`config.mk`:
```
export PLATFORM = sky130hd
export DESIGN_NAME = datapath_ctrl
export DESIGN_NICKNAME = d
export VERILOG_FILES = /design/src/rtl/datapath_ctrl.sv
export SDC_FILE = /design/constraint.sdc
export NUM_CORES = 1
export LEC_CHECK = 0
export BUFFER_PORTS_ARGS = -buffer_cell sky130_fd_sc_hd__buf_4
export CAP_MARGIN = 20
export CORE_MARGIN = 4
export CORE_UTILIZATION = 49
export DETAILED_ROUTE_END_ITERATION = 6
export PLACE_DENSITY = 0.84
export RECOVER_POWER = 25
export SYNTH_ARGS = -nofsm -noshare
export SYNTH_HDL_FRONTEND = slang
export SYNTH_SLANG_ARGS = --single-unit
```
`constraint.sdc`:
```
create_clock -name clk -period 2.05 [get_ports clk]
set_input_delay 0.3075 -clock clk [delete_from_list [all_inputs] [get_ports clk]]
set_output_delay 0.3075 -clock clk [all_outputs]
set_load 0.03 [all_outputs]
```
`src/rtl/datapath_ctrl.sv`:
```
// Instruction sequencer for the register-file/ALU datapath: captures one 16-bit
// instruction per start request and walks the Moore state sequence that executes it.
module datapath_ctrl #(
  parameter int W = 16
) (
  input  logic         clk,
  input  logic         rst_n,
  input  logic         s,
  input  logic [15:0]  instr,
  output logic         w,
  output logic         err,
  output logic [2:0]   readnum,
  output logic [2:0]   writenum,
  output logic         write,
  output logic         loada,
  output logic         loadb,
  output logic         loadc,
  output logic         loads,
  output logic         asel,
  output logic         bsel,
  output logic [1:0]   vsel,
  output logic [1:0]   shift,
  output logic [1:0]   ALUop,
  output logic [W-1:0] sximm8
);

  // state | meaning
  // WAIT  | idle, w=1, accepts s
  // DEC   | decode IR, flag undefined
  // GETA  | read Rn into A
  // GETB  | read Rm into B
  // ALU   | shift/ALU, load C or status
  // WREG  | write C to Rd
  // WIMM  | write sximm8 to Rn
  typedef enum logic [2:0] {
    ST_WAIT, ST_DEC, ST_GETA, ST_GETB, ST_ALU, ST_WREG, ST_WIMM
  } state_t;

  state_t      state_q, state_d;
  logic [15:0] ir_q, ir_d;

  logic [2:0] opc;
  logic [1:0] op;
  logic       is_movimm, is_movreg, is_alu, is_cmp, is_mvn;

  assign opc       = ir_q[15:13];
  assign op        = ir_q[12:11];
  assign is_movimm = (opc == 3'b110) && (op == 2'b10);
  assign is_movreg = (opc == 3'b110) && (op == 2'b00);
  assign is_alu    = (opc == 3'b101);
  assign is_cmp    = is_alu && (op == 2'b01);
  assign is_mvn    = is_alu && (op == 2'b11);

  assign sximm8 = {{(W-8){ir_q[7]}}, ir_q[7:0]};

  always_ff @(posedge clk or negedge rst_n) begin
    if (!rst_n) begin
      state_q <= ST_WAIT;
      ir_q    <= '0;
    end else begin
      state_q <= state_d;
      ir_q    <= ir_d;
    end
  end

  always_comb begin
    state_d = state_q;
    ir_d    = ir_q;
    case (state_q)
      ST_WAIT: if (s) begin
        ir_d    = instr;
        state_d = ST_DEC;
      end
      ST_DEC: begin
        if (is_movimm)                state_d = ST_WIMM;
        else if (is_movreg || is_mvn) state_d = ST_GETB;
        else if (is_alu)              state_d = ST_GETA;
        else                          state_d = ST_WAIT;
      end
      ST_GETA: state_d = ST_GETB;
      ST_GETB: state_d = ST_ALU;
      ST_ALU:  state_d = is_cmp ? ST_WAIT : ST_WREG;
      ST_WREG: state_d = ST_WAIT;
      ST_WIMM: state_d = ST_WAIT;
      default: state_d = ST_WAIT;
    endcase
  end

  always_comb begin
    w        = 1'b0;
    err      = 1'b0;
    readnum  = 3'd0;
    writenum = 3'd0;
    write    = 1'b0;
    loada    = 1'b0;
    loadb    = 1'b0;
    loadc    = 1'b0;
    loads    = 1'b0;
    asel     = 1'b0;
    bsel     = 1'b0;
    vsel     = 2'b00;
    shift    = 2'b00;
    ALUop    = 2'b00;
    case (state_q)
      ST_WAIT: w = 1'b1;
      ST_DEC:  err = !(is_movimm || is_movreg || is_alu);
      ST_GETA: begin
        readnum = ir_q[10:8];
        loada   = 1'b1;
      end
      ST_GETB: begin
        readnum = ir_q[2:0];
        loadb   = 1'b1;
      end
      ST_ALU: begin
        shift = ir_q[4:3];
        ALUop = is_movreg ? 2'b00 : op;
        // A operand is meaningless for single-source ops, so force it to zero
        asel  = is_movreg || is_mvn;
        loads = is_cmp;
        loadc = !is_cmp;
      end
      ST_WREG: begin
        writenum = ir_q[7:5];
        write    = 1'b1;
      end
      ST_WIMM: begin
        writenum = ir_q[10:8];
        vsel     = 2'b10;
        write    = 1'b1;
      end
      default: ;
    endcase
  end

endmodule
```
==> results.sh, run 1 <==
export IMPL_timing_critical_path_required_ns=1.74
export IMPL_gp_congestion=0.852
export IMPL_postLayoutCellArea_mm2=0.00151
export IMPL_post_synth_cell_area_avg_um2=10.9
export IMPL_clock_root_buffer="sky130_fd_sc_hd__clkbuf_4"
export IMPL_io_buffer_count=53
export IMPL_antenna_violating_nets_post_route=0
export IMPL_die_area_mm2=0.00328
export IMPL_route_top_layer_used="met4"
export IMPL_flow_area_growth_from_synthesis_pct=26.8
export IMPL_multiInputGateArea_um2=534
export IMPL_synth_cell_types=28
export IMPL_grt_use_total_pct=15.8
export IMPL_synthesis_instances=109
export IMPL_placedInstanceArea_mm2=0.00147
export IMPL_drt_first_pass_iters=4
export IMPL_rsz0062_at_grt="false"
export IMPL_finalWorstSetupSlack_ns=0.165
export IMPL_finish_cell_count_without_fillers=176
export IMPL_antenna_diode_count=0
export IMPL_grt_antenna_before_repair=0
export IMPL_dp_hpwl_um=1930
export IMPL_critPathCaptureType="output port"
export IMPL_register_area_um2=479
export IMPL_yosys_warnings=0
export IMPL_dpl_worst_slack_ns=0.372
export IMPL_post_cts_setup_driven_buffer_insertion_count=0
export IMPL_grt_pass1_wl_um=4150
export IMPL_core_area_mm2=0.00225
export IMPL_num_vias=887
export IMPL_power_per_cell_area_mw_per_mm2=1600
export IMPL_clock_sinks=19
export IMPL_cts_htree_levels=1
export IMPL_timing_max_cap_violations=0
export IMPL_postRouteWirelength_um=2470
export IMPL_grt_max_degree=20
export IMPL_drt_iter0_drc=16
export IMPL_p_leak_nw=0.733
export IMPL_timing_hold_worst_class="in -> reg"
export IMPL_rows=17
export IMPL_tritoncts_num_buffers=3
export IMPL_die_h_um=57.3
export IMPL_drc=0
export IMPL_finalMaxSlewViolations=0
export IMPL_maxClockFrequency_ghz=0.530
export IMPL_clk_insertion_delay_late_ns=0.29
export IMPL_synth_async_sr_flop_share_pct=100
export IMPL_initial_core_util_pct=52.8
export IMPL_layout_drive_gt1_share_pct=54.1
export IMPL_cts_tree="yes"
export IMPL_timing_setup_critical_path_class="reg -> out"
export IMPL_post_route_clock_period_utilization_pct=92.0
export IMPL_die_x_um=57.3
export IMPL_synth_seq_cells=19
export IMPL_portion_of_the_post_synthesis_area_used_by_sequential_elements_pct=39.9
export IMPL_clkSlewWorstSetupHoldPaths_ns=0.10
export IMPL_cts_root_to_sink_buffers=2
export IMPL_finalNetCount=168
export IMPL_setup_violating_endpoint_count_in_the_final_report=0
export IMPL_timing_worst_slew_pin_value_ns=0.988
export IMPL_route_detailed_wl_per_inst_um=14.1
export IMPL_edff_count_synth=0
export IMPL_fin_worst_skew_ns=0.00288
export IMPL_result_of_the_run="finished, final reports clean"
export IMPL_synth_main_ff_cell="sky130_fd_sc_hd__dfrtp_1"
export IMPL_setup_tns_ns=0
export IMPL_final_hold_viol_count=0
export IMPL_via_count_of_the_first_global_routing_pass=906
export IMPL_wirelength_met1_um=1010
export IMPL_start_kind="flop"
export IMPL_dpl_cell_count=171
export IMPL_drt_vias_per_instance=5.04
export IMPL_floorplan_io_pins=56
export IMPL_total_length_of_routed_met2_wires_um=1190
export IMPL_ir_drop_uv=1370
export IMPL_max_slew_margin_pct=34.1
export IMPL_post_synthesis_instance_area_mm2=0.00119
export IMPL_grt_total_ovfl=0
export IMPL_fillers=179
export IMPL_met3RoutedLength_um=258
export IMPL_worst_endpoint_arrival_ns=1.58
export IMPL_worstPathMaxFanout=11
export IMPL_min_period_ns=1.89
## state kept, by name, summed over array words and instances, names as in the netlist
signal and cells:
state_q 3, ir_q 16
## layer usage
metal	GRT usage, %	vias to the layer above
met5	0	-
met4	5.63	0
met3	4.75	2
met2	26.9	49
met1	18.7	405
li1	-	431
## cell usage after synthesis (all sizes together), types with 2 or more instances
cell,count,area [µm²]
a22oi,3,22.5
and2,6,37.5
buf,22,176
dfrtp,19,475
inv,2,7.51
mux2,16,218
mux2i,3,30.0
nand2b,4,25.0
nor2,8,30.0
nor2b,6,37.5
nor3,2,15.0
nor3b,3,22.5
o21ai,5,25.0
## cells by family after synthesis
family | count (synthesis) | share of synthesized area [%]
AND/OR/NAND/NOR | 33 | 16.6
buffers and inverters | 25 | 15.8
multiplexers | 19 | 20.8
flip-flops | 19 | 39.9
AO/OA/AOI/OAI | 12 | 6.62
other | 1 | 0.315
## per-stage QoR
step                      hold WS, ns  utilization, %  power [mW]
after floorplan                0.0119               -        2.00
final                           0.234            67.0        2.42
after detailed placement        0.196            65.2        2.25
after global placement          0.190            65.2        2.21
after global routing            0.218            67.0        2.57
after CTS                       0.222            66.9        2.44
## worst paths after layout
check	start	to	slack (ns)	cells past startpoint
min reg2reg	ir_q[4]$_DFFE_PN0P_	ir_q[4]$_DFFE_PN0P_	0.53	1
max in group asynchronous	rst_n	state_q[2]$_DFFE_PN0P_	0.68	2
min in group asynchronous	rst_n	ir_q[10]$_DFFE_PN0P_	0.71	2
max reg2reg	state_q[0]$_DFFE_PN0P_	ir_q[1]$_DFFE_PN0P_	0.46	4
max	state_q[0]$_DFFE_PN0P_	writenum[0]	0.16	4
min	instr[11]	ir_q[11]$_DFFE_PN0P_	0.23	2
## area by class of cell
cell class / count / area share, %
repair buffers: 57 / 28.3
clock inverters: 1 / 0.331
well taps: 28 / 2.32
flip-flops and latches: 19 / 31.7
multi-input cells: 66 / 35.4
inverters: 2 / 0.497
clock buffers: 3 / 1.49
## critical path, cell delays in order (launching register included)
cell                      delay (ns)
sky130_fd_sc_hd__dfrtp_2        0.53
sky130_fd_sc_hd__nor2b_1        0.31
sky130_fd_sc_hd__a22oi_1        0.12
sky130_fd_sc_hd__nor2b_1        0.15
sky130_fd_sc_hd__buf_4          0.17
## what timing repair did
| item | in CTS | in global routing |
|---|---|---|
| hold buffers | 1 | 0 |
| setup endpoints to repair | 0 | 6 |
| hold endpoints to repair | 19 | 0 |
| resized for setup | 0 | 4 |
## cell usage in the layout, fill, tap and decap left out
cell type and instances:
sky130_fd_sc_hd__o311ai_1 1, sky130_fd_sc_hd__nor2_1 8, sky130_fd_sc_hd__o21a_1 1, sky130_fd_sc_hd__conb_1 2, sky130_fd_sc_hd__dfrtp_2 3, sky130_fd_sc_hd__and4b_1 1, sky130_fd_sc_hd__nor3_2 1, sky130_fd_sc_hd__nor3b_1 3
sky130_fd_sc_hd__mux2i_1 3, sky130_fd_sc_hd__clkbuf_4 3, sky130_fd_sc_hd__clkinv_2 1, sky130_fd_sc_hd__nand3b_1 1, sky130_fd_sc_hd__a31oi_1 1, sky130_fd_sc_hd__a22oi_1 3, sky130_fd_sc_hd__mux2_4 10, sky130_fd_sc_hd__buf_4 55
sky130_fd_sc_hd__clkbuf_1 1, sky130_fd_sc_hd__mux2_2 6, sky130_fd_sc_hd__nand2_1 1, sky130_fd_sc_hd__nand2b_1 4, sky130_fd_sc_hd__o32ai_1 1, sky130_fd_sc_hd__and2_1 6, sky130_fd_sc_hd__inv_1 2, sky130_fd_sc_hd__nor3_1 1
sky130_fd_sc_hd__dlygate4sd3_1 1, sky130_fd_sc_hd__nor2b_1 5, sky130_fd_sc_hd__nor4b_1 1, sky130_fd_sc_hd__o21ai_0 5, sky130_fd_sc_hd__dfrtp_1 16, sky130_fd_sc_hd__nor2b_2 1
## power by group
part           total (mW)  switching, mW  internal (mW)  leakage (nW)
combinational        1.43          0.764          0.669         0.493
clock               0.183          0.111         0.0726        0.0177
sequential          0.802          0.244          0.558         0.222
total                2.42           1.12           1.30         0.733
Note: power is estimated with default switching activity, not from simulation.
==> run 2: changes to the inputs <==
Settings changed: CORE_UTILIZATION 49 to 46, PLACE_DENSITY 0.84 to 0.79.
Clock period 2.05 ns to 1.74 ns, I/O delays scaled along.
==> run 2 against run 1 <==
  * The run now ends with negative setup slack left
  * Global-route usage rose by 0.068 points
  * Hold slack got worse by 0.062 ns
  * Setup slack got worse by 0.18 ns
  * Critical path depth rose by 1
  * Routed wire length rose by 12%
  * Via count rose by 7.0%
  * Count of clock-buffer cells in the layout did not move
  * Combinational power rose by 38%
  * Register-to-register slack got worse by 0.36 ns
  * Clock skew rose by 0.0050 ns
==> results.sh, run 2 (synthesis gave the netlist of run 1 again) <==
export IMPL_antenna_violating_nets_post_route=0
export IMPL_dp_hpwl_um=1940
export IMPL_route_detailed_wl_per_inst_um=14.9
export IMPL_critPathCaptureType="output port"
export IMPL_crit_path_top_delay_cell="sky130_fd_sc_hd__dfrtp_2"
export IMPL_worst_endpoint_arrival_ns=1.50
export IMPL_grt_total_ovfl=0
export IMPL_layout_cells_most_common="sky130_fd_sc_hd__buf_4"
export IMPL_timing_max_cap_violations=0
export IMPL_timing_worst_slew_pin_value_ns=1.07
export IMPL_rsz0062_at_grt="true"
export IMPL_timing_hold_ws_ns=0.172
export IMPL_biggestRegsByFlops="ir_q: 16 flops, state_q: 3 flops"
export IMPL_critical_path_reg2reg_startpoint="state_q[0]$_DFFE_PN0P_"
export IMPL_worstRegToRegCells=5
export IMPL_fillers=197
export IMPL_num_vias=949
export IMPL_floorplan_io_pins=56
export IMPL_critical_path_cell_count=5
export IMPL_start_kind="flop"
export IMPL_tritoncts_num_buffers=3
export IMPL_timing_hold_worst_class="in -> reg"
export IMPL_die_x_um=58.9
export IMPL_drt_iter0_drc=34
export IMPL_max_slew_margin_pct=28.5
export IMPL_critical_path_most_common_cell="sky130_fd_sc_hd__buf_4"
export IMPL_timing_critical_path_required_ns=1.48
export IMPL_cpPeakStageDelay_ns=0.48
export IMPL_clkSlewWorstSetupHoldPaths_ns=0.12
export IMPL_finalMaxSlewViolations=0
export IMPL_postRouteWirelength_um=2770
export IMPL_clk_insertion_delay_late_ns=0.31
export IMPL_layout_drive_gt1_share_pct=65.4
export IMPL_grt_max_degree=20
export IMPL_cts_tree="yes"
export IMPL_drt_vias_per_instance=5.10
export IMPL_maxClockFrequency_ghz=0.569
export IMPL_regMostFlops="ir_q"
export IMPL_grt_antenna_before_repair=0
export IMPL_fin_worst_skew_ns=0.00786
export IMPL_min_period_ns=1.76
export IMPL_p_leak_nw=0.793
export IMPL_timing_setup_critical_path_class="reg -> out"
export IMPL_core_area_mm2=0.00248
export IMPL_path_delay_family="flip-flops"
export IMPL_initial_core_util_pct=48.1
export IMPL_cts_htree_levels=1
export IMPL_crit_path_cell_trace="buf_4 > nor2_1 > nand2_1 > nor3_2 > buf_4"
export IMPL_drt_first_pass_iters=4
export IMPL_layout_common_cells="sky130_fd_sc_hd__buf_4 (59), sky130_fd_sc_hd__dfrtp_1 (12), sky130_fd_sc_hd__mux2_4 (10)"
export IMPL_result_of_the_run="finished, violations left"
export IMPL_gp_congestion=0.751
export IMPL_setup_violating_endpoint_count_in_the_final_report=3
export IMPL_power_per_cell_area_mw_per_mm2=1900
export IMPL_power_mw=3.16
export IMPL_die_h_um=58.9
export IMPL_worstPathMaxFanout=8
export IMPL_timing_critical_path_from="state_q[1]$_DFFE_PN0P_"
export IMPL_rows=18
export IMPL_grt_pass1_wl_um=4120
export IMPL_flow_area_growth_from_synthesis_pct=39.8
export IMPL_die_area_mm2=0.00347
export IMPL_largest_reg_flops=16
export IMPL_setup_tns_ns=-0.0312
export IMPL_clock_sinks=19
export IMPL_r2r_end="ir_q[2]$_DFFE_PN0P_"
export IMPL_grt_use_total_pct=15.8
export IMPL_clock_root_buffer="sky130_fd_sc_hd__clkbuf_4"
export IMPL_via_count_of_the_first_global_routing_pass=932
export IMPL_finalWorstSetupSlack_ns=-0.0164
export IMPL_finalNetCount=176
export IMPL_final_hold_viol_count=0
export IMPL_antenna_diode_count=0
export IMPL_violated_checks="negative setup slack"
export IMPL_post_route_clock_period_utilization_pct=101
export IMPL_r2r_slack_ns=0.10
export IMPL_cp_num_buf_inv=2
export IMPL_io_buffer_count=53
export IMPL_timing_critical_path_to="loads"
export IMPL_ir_drop_uv=1170
export IMPL_drc=0
export IMPL_cts_root_to_sink_buffers=2
## run 2: changes by cell type in the layout (fill, tap and decap cells not counted), moves of 3 or more
| cell | delta |
|---|---|
| sky130_fd_sc_hd__buf_6 | +3 |
| sky130_fd_sc_hd__o21ai_0 | -3 |
| sky130_fd_sc_hd__nor3b_1 | -3 |
| sky130_fd_sc_hd__dfrtp_2 | +4 |
| sky130_fd_sc_hd__buf_4 | +4 |
| sky130_fd_sc_hd__dfrtp_1 | -4 |
## run 2: where the power goes
group	total (mW)	switching (mW)	internal, mW	leakage, nW
Clock	0.241	0.153	0.0877	0.0139
Sequential	0.956	0.290	0.666	0.218
Combinational	1.97	1.01	0.957	0.560
## run 2: what timing repair did
item                                    in CTS  in global routing
gates resized for setup                     15                 12
setup buffers                                2                  4
hold buffers                                 1                  0
endpoints found under the setup margin      13                 15
endpoints found under the hold margin       19                  0
cloned                                       0                  0
pin swaps                                    1                  3
## run 2: stage by stage
| step | instance area (µm²) | setup slack (ns) | utilization, % | instances |
|---|---|---|---|---|
| 2_1_floorplan | 1190 | 0.00124 | - | 110 |
| 3_3_place_gp | 1500 | 0.237 | 60.6 | 175 |
| 3_5_place_dp | 1500 | 0.145 | 60.6 | 175 |
| 4_1_cts | 1600 | -0.0109 | 64.6 | 182 |
| 5_1_grt | 1670 | -0.112 | 67.2 | 186 |
| 6_report | 1670 | -0.0164 | 67.2 | 186 |
## run 2: layout make-up
type	count	area (µm²)	area share, %
well taps	30	37.5	2.25
clock inverters	1	7.51	0.451
repair buffers	65	510	30.7
clock buffers	3	22.5	1.35
multi-input cells	66	596	35.8
inverters	2	7.51	0.451
flip-flops and latches	19	484	29.1
## run 2: worst register-to-register path, delay by kind of cell (launching register included)
| family | cells | cell delay [ns] |
|---|---|---|
| flops | 1 | 0.46 |
| simple gates | 2 | 0.38 |
| mux | 1 | 0.35 |
| buf+inv | 2 | 0.33 |
## run 2: routing by layer
metal / GRT usage (%) / up-vias / wire length (µm)
met2: 27.1 / 39 / 1430
li1: - / 449 / -
met1: 18.2 / 457 / 1100
met5: 0 / - / 0
met3: 5.04 / 4 / 213
met4: 6.15 / 0 / 25
## run 2: worst min path at each step
stage                   start                   end  slack [ns]  cells after the start
floorplan               rst_n   ir_q[0]$_DFFE_PN0P_       -0.03                      0
global placement        rst_n   ir_q[4]$_DFFE_PN0P_        0.15                      1
detailed placement      rst_n   ir_q[4]$_DFFE_PN0P_        0.15                      1
CTS                  instr[3]   ir_q[3]$_DFFE_PN0P_        0.16                      2
global route        instr[11]  ir_q[11]$_DFFE_PN0P_        0.14                      2
finish              instr[15]  ir_q[15]$_DFFE_PN0P_        0.17                      2
